===== config.mk =====
export PLATFORM = sky130hd
export DESIGN_NAME = bram_read_stream_adapter
export DESIGN_NICKNAME = d
export VERILOG_FILES = /design/src/rtl/bram_read_stream_adapter.sv
export SDC_FILE = /design/constraint.sdc
export NUM_CORES = 1
export LEC_CHECK = 0
export BUFFER_PORTS_ARGS = -buffer_cell sky130_fd_sc_hd__buf_2
export CAP_MARGIN = 10
export CORE_UTILIZATION = 45
export CTS_CLUSTER_SIZE = 14
export DETAILED_ROUTE_END_ITERATION = 10
export GPL_ROUTABILITY_DRIVEN = 0
export PLACE_DENSITY_LB_ADDON = 0.08
export SYNTH_ARGS = -nofsm -noshare
export SYNTH_HDL_FRONTEND = slang
export SYNTH_SLANG_ARGS = --single-unit

===== constraint.sdc =====
create_clock -name clock -period 5.1 [get_ports clock]
set_clock_uncertainty 0.05 [all_clocks]
set_input_delay 0.255 -clock clock [delete_from_list [all_inputs] [get_ports clock]]
set_output_delay 0.255 -clock clock [all_outputs]
set_load 0.1 [all_outputs]

===== src/rtl/bram_read_stream_adapter.sv =====
// Ready/valid front end for a fixed-latency block RAM read port.
// Credit-tracked issue, valid pipe, and a bypassing response FIFO.
module bram_read_stream_adapter #(
    parameter int DATA_WIDTH   = 64,
    parameter int ADDR_WIDTH   = 9,
    parameter int READ_LATENCY = 2,
    parameter int BUFFER_DEPTH = 4
) (
    input  logic                  clock,
    input  logic                  reset,
    input  logic                  req_valid,
    input  logic [ADDR_WIDTH-1:0] req_addr,
    output logic                  req_ready,
    output logic                  rsp_valid,
    output logic [DATA_WIDTH-1:0] rsp_data,
    input  logic                  rsp_ready,
    output logic [ADDR_WIDTH-1:0] ram_addrb,
    output logic                  ram_enb,
    output logic                  ram_regceb,
    input  logic [DATA_WIDTH-1:0] ram_doutb
);

    localparam int OW = $clog2(BUFFER_DEPTH + 1);
    localparam int PW = (BUFFER_DEPTH > 1) ? $clog2(BUFFER_DEPTH) : 1;
    localparam logic [OW-1:0] DEPTH_C = OW'(BUFFER_DEPTH);
    localparam logic [PW-1:0] LAST_P  = PW'(BUFFER_DEPTH - 1);

    logic [OW-1:0]           r_occ;
    logic [OW-1:0]           r_cnt;
    logic [PW-1:0]           r_rd;
    logic [PW-1:0]           r_wr;
    logic [READ_LATENCY-1:0] r_vpipe;
    logic [DATA_WIDTH-1:0]   r_mem [BUFFER_DEPTH];

    logic w_issue;
    logic w_pop;
    logic w_arrive;
    logic w_empty;
    logic w_write;
    logic w_fifo_pop;

    function automatic logic [PW-1:0] f_next(input logic [PW-1:0] p);
        return (p == LAST_P) ? '0 : p + PW'(1);
    endfunction

    // Credits come only from registered state, so req_ready never
    // looks at req_valid and a pop frees its credit one cycle later.
    assign req_ready  = (r_occ < DEPTH_C);
    assign w_issue    = req_valid & req_ready;
    assign ram_enb    = w_issue;
    assign ram_addrb  = req_addr;
    assign ram_regceb = r_vpipe[0];
    assign w_arrive   = r_vpipe[READ_LATENCY-1];

    // Empty FIFO lets the arriving RAM word pass straight through.
    assign w_empty    = (r_cnt == '0);
    assign rsp_valid  = ~w_empty | w_arrive;
    assign rsp_data   = w_empty ? ram_doutb : r_mem[r_rd];
    assign w_pop      = rsp_valid & rsp_ready;
    assign w_write    = w_arrive & ~(w_empty & rsp_ready);
    assign w_fifo_pop = w_pop & ~w_empty;

    // Outstanding-read counter: issued but not yet consumed.
    always_ff @(posedge clock or posedge reset) begin
        if (reset) begin
            r_occ <= '0;
        end else if (w_issue & ~w_pop) begin
            r_occ <= r_occ + OW'(1);
        end else if (~w_issue & w_pop) begin
            r_occ <= r_occ - OW'(1);
        end
    end

    generate
        if (READ_LATENCY > 1) begin : g_pipe
            // Valid shift register mirroring the RAM read pipeline.
            always_ff @(posedge clock or posedge reset) begin
                if (reset) begin
                    r_vpipe <= '0;
                end else begin
                    r_vpipe <= {r_vpipe[READ_LATENCY-2:0], w_issue};
                end
            end
        end else begin : g_pipe1
            // Single-stage valid tracker for the low-latency RAM mode.
            always_ff @(posedge clock or posedge reset) begin
                if (reset) begin
                    r_vpipe <= '0;
                end else begin
                    r_vpipe <= w_issue;
                end
            end
        end
    endgenerate

    // FIFO pointers and fill count; pop and write may coincide.
    always_ff @(posedge clock or posedge reset) begin
        if (reset) begin
            r_rd  <= '0;
            r_wr  <= '0;
            r_cnt <= '0;
        end else begin
            if (w_write) begin
                r_wr <= f_next(r_wr);
            end
            if (w_fifo_pop) begin
                r_rd <= f_next(r_rd);
            end
            if (w_write & ~w_fifo_pop) begin
                r_cnt <= r_cnt + OW'(1);
            end else if (~w_write & w_fifo_pop) begin
                r_cnt <= r_cnt - OW'(1);
            end
        end
    end

    // FIFO storage; contents need no reset since the count gates them.
    always_ff @(posedge clock) begin
        if (w_write) begin
            r_mem[r_wr] <= ram_doutb;
        end
    end

endmodule


==> impl_metrics.yaml <==
final_layout:
  fin_cells: 1017
  design_area_sq_um: 13400
  seq_area_sq_um: 7990
  multi_input_area_sq_um: 2760
  synthToLayoutAreaGrowth_pct: 21.5
  drive_gt1_frac: 0.453
  fin_util: 0.564
  diodes: 0
  fillers: 1848
  nets: 761
detailed_routing:
  routedWlPerCell_microns: 19.8
  drt_iter0_drc: 319
  drc_errors: 0
  ant_nets: 0
  viasPerCell: 5.15
  dr.pass1.iters: 4
  num_vias: 5234
  wl_microns: 20200
timing:
  max_freq_mhz: 292
  final-hold-violation-count: 0
  slew_violations: 0
  fin_crit_ns: 3.43
  maxSlewHeadroom: 0.285
  fin_crit_sh: 0.672
  tns_ns: 0
  rsz0062_at_grt: "no"
  setup_violations: 0
  tightest_slew_ns: 1.07
die:
  die_w_microns: 158
  core-area_sq_um: 23800
  rows: 56
  io_pins: 154
  die_y_microns: 158
  die_area_sq_um: 25100
  start_util: 0.464
global_route:
  overflow: 0
  grt_pass1_vias: 5616
  grt_pass1_wl_microns: 31300
  antenna_found_initial: 0
  grt_max_degree: 65
  grt_use_total: 0.166
critical_path:
  slowest_stage: "dfrtp_4"
  crit_type: "flop to primary output"
  startpoint_type: "flop"
  cp.required_ns: 4.80
  cp-end-kind: "primary output"
  crit_path_max_fanout: 53
  arrival_ns: 3.12
  slowest_delay_ns: 1.14
  worstRegToRegCells: 3
  crit_chain: "buf_4 > mux4_2 > mux2_4 > buf_2"
clock_tree:
  clk_pin_slew_ns: 0.05
  cts_max_level: 1
  cts-hold-fix-buffers: 66
  cts.path.max_buffers: 3
  cts_root_buffer: "clkbuf_16"
  post-cts-setup-buffer-count: 0
  cts_buffers: 28
  clock_latency_ns: 0.52
  postCtsResizedCells: 0
  cts.sink_count: 268
  cts_tree: "built"
synth:
  syn_inst: 470
  synth_nets: 555
  synthArstFlopShare: 0.0448
  synth_ff_type: "edfxtp_1"
  synth_edf_count: 256
  synth_cell_types: 32
  avgSynthCellArea_sq_um: 23.4
  synth_warnings: 0
  synth-seq-cells: 268
  ys_seq_area_frac: 0.725
  syn-cell-area_sq_um: 11000
placed_design:
  port_buffers: 135
  dp_hpwl_microns: 11100
  dp_cells: 899
  place_area_sq_um: 11900
hold_path:
  hold_depth: 3
  hp-class: "input pin to flop"
status:
  status: "finished clean"
run:
  drv_cap: 0
==> worst paths after layout <==
path	from	end	slack (ns)
min	rsp_ready	r_rd[0]	0.14
max in group asynchronous	reset	r_rd[0]	4.40
min reg2reg	r_vpipe[0]	r_vpipe[1]	0.33
max	r_rd[0]	rsp_data[29]	1.67
max reg2reg	r_cnt[0]	r_mem[1][59]	2.67
min in group asynchronous	reset	r_occ[0]	0.24
==> placed cells by master (no fill, tap or decap), types with 3 or more instances in the layout <==
master           n
and2_4           4
buf_2          135
buf_4            5
clkbuf_1         5
clkbuf_16       29
clkinv_1         7
clkinv_2         8
dfrtp_1         10
dlygate4sd3_1   66
edfxtp_1       256
ha_1             6
inv_1            5
mux2_1           3
mux2_2           6
mux2_4          60
mux4_2          62
nor3_1           3
==> flip-flops by register name (all words and copies together) (netlist names) <==
name	flops
r_vpipe	2
r_cnt	3
r_wr	2
r_occ	3
r_rd	2
r_mem	256
==> metrics by stage <==
step / worst slack, ns / hold slack [ns]
2_1_floorplan: 1.99 / 0.0697
6_report: 1.67 / 0.144
5_1_grt: 1.40 / 0.140
4_1_cts: 1.51 / 0.0987
3_5_place_dp: 2.09 / 0.244
3_3_place_gp: 2.10 / 0.231
==> cell type report <==
cell class | count | area share
clock buffer | 34 | 0.0556
clock inverter | 18 | 0.00831
inverter | 5 | 0.00140
multi-input combinational | 167 | 0.206
sequential | 268 | 0.597
tap | 319 | 0.0298
timing repair buffer | 206 | 0.103
==> kinds of logic (layout without fill, tap and decap cells) <==
logic type                 Yosys count  in the layout  synth area share
buffers and inverters               35            263            0.0266
muxes                              133            133             0.222
xor gates and xnor gates             4              4           0.00318
and+or+nand+nor                     16             16           0.00840
adders and majority gates            8              8            0.0104
AOI/OAI and AO/OA                    6              6           0.00420
DFF                                268            268             0.725
==> routing by layer <==
metal / global-route usage / part of all wire
met1: 0.230 / 0.45
met2: 0.273 / 0.48
met3: 0.0305 / 0.050
met4: 0.0412 / 0.019
met5: 0 / 0
==> synth_stat cells (3+ instances only) <==
cell	n	area, sq um
mux2_1	3	33.8
dfrtp_1	12	300
mux2_2	6	67.6
buf_6	7	78.8
and2_1	4	25.0
clkbuf_1	4	15.0
edfxtp_1	256	7690
mux4_2	62	1400
buf_4	10	75.1
mux2_4	60	901
inv_1	5	18.8
nor3_1	3	15.0
buf_12	4	80.1
buf_2	5	25.0
ha_1	6	75.1
==> critical path, delay by kind of cell (launching register included) <==
kind,cells,cell delay (ns)
flip-flops,1,1.14
multiplexers,2,0.79
buffers and inverters,2,0.66
Power is not shown: default switching activity piles up to over one toggle a cycle in this logic, so the estimate is an artifact.
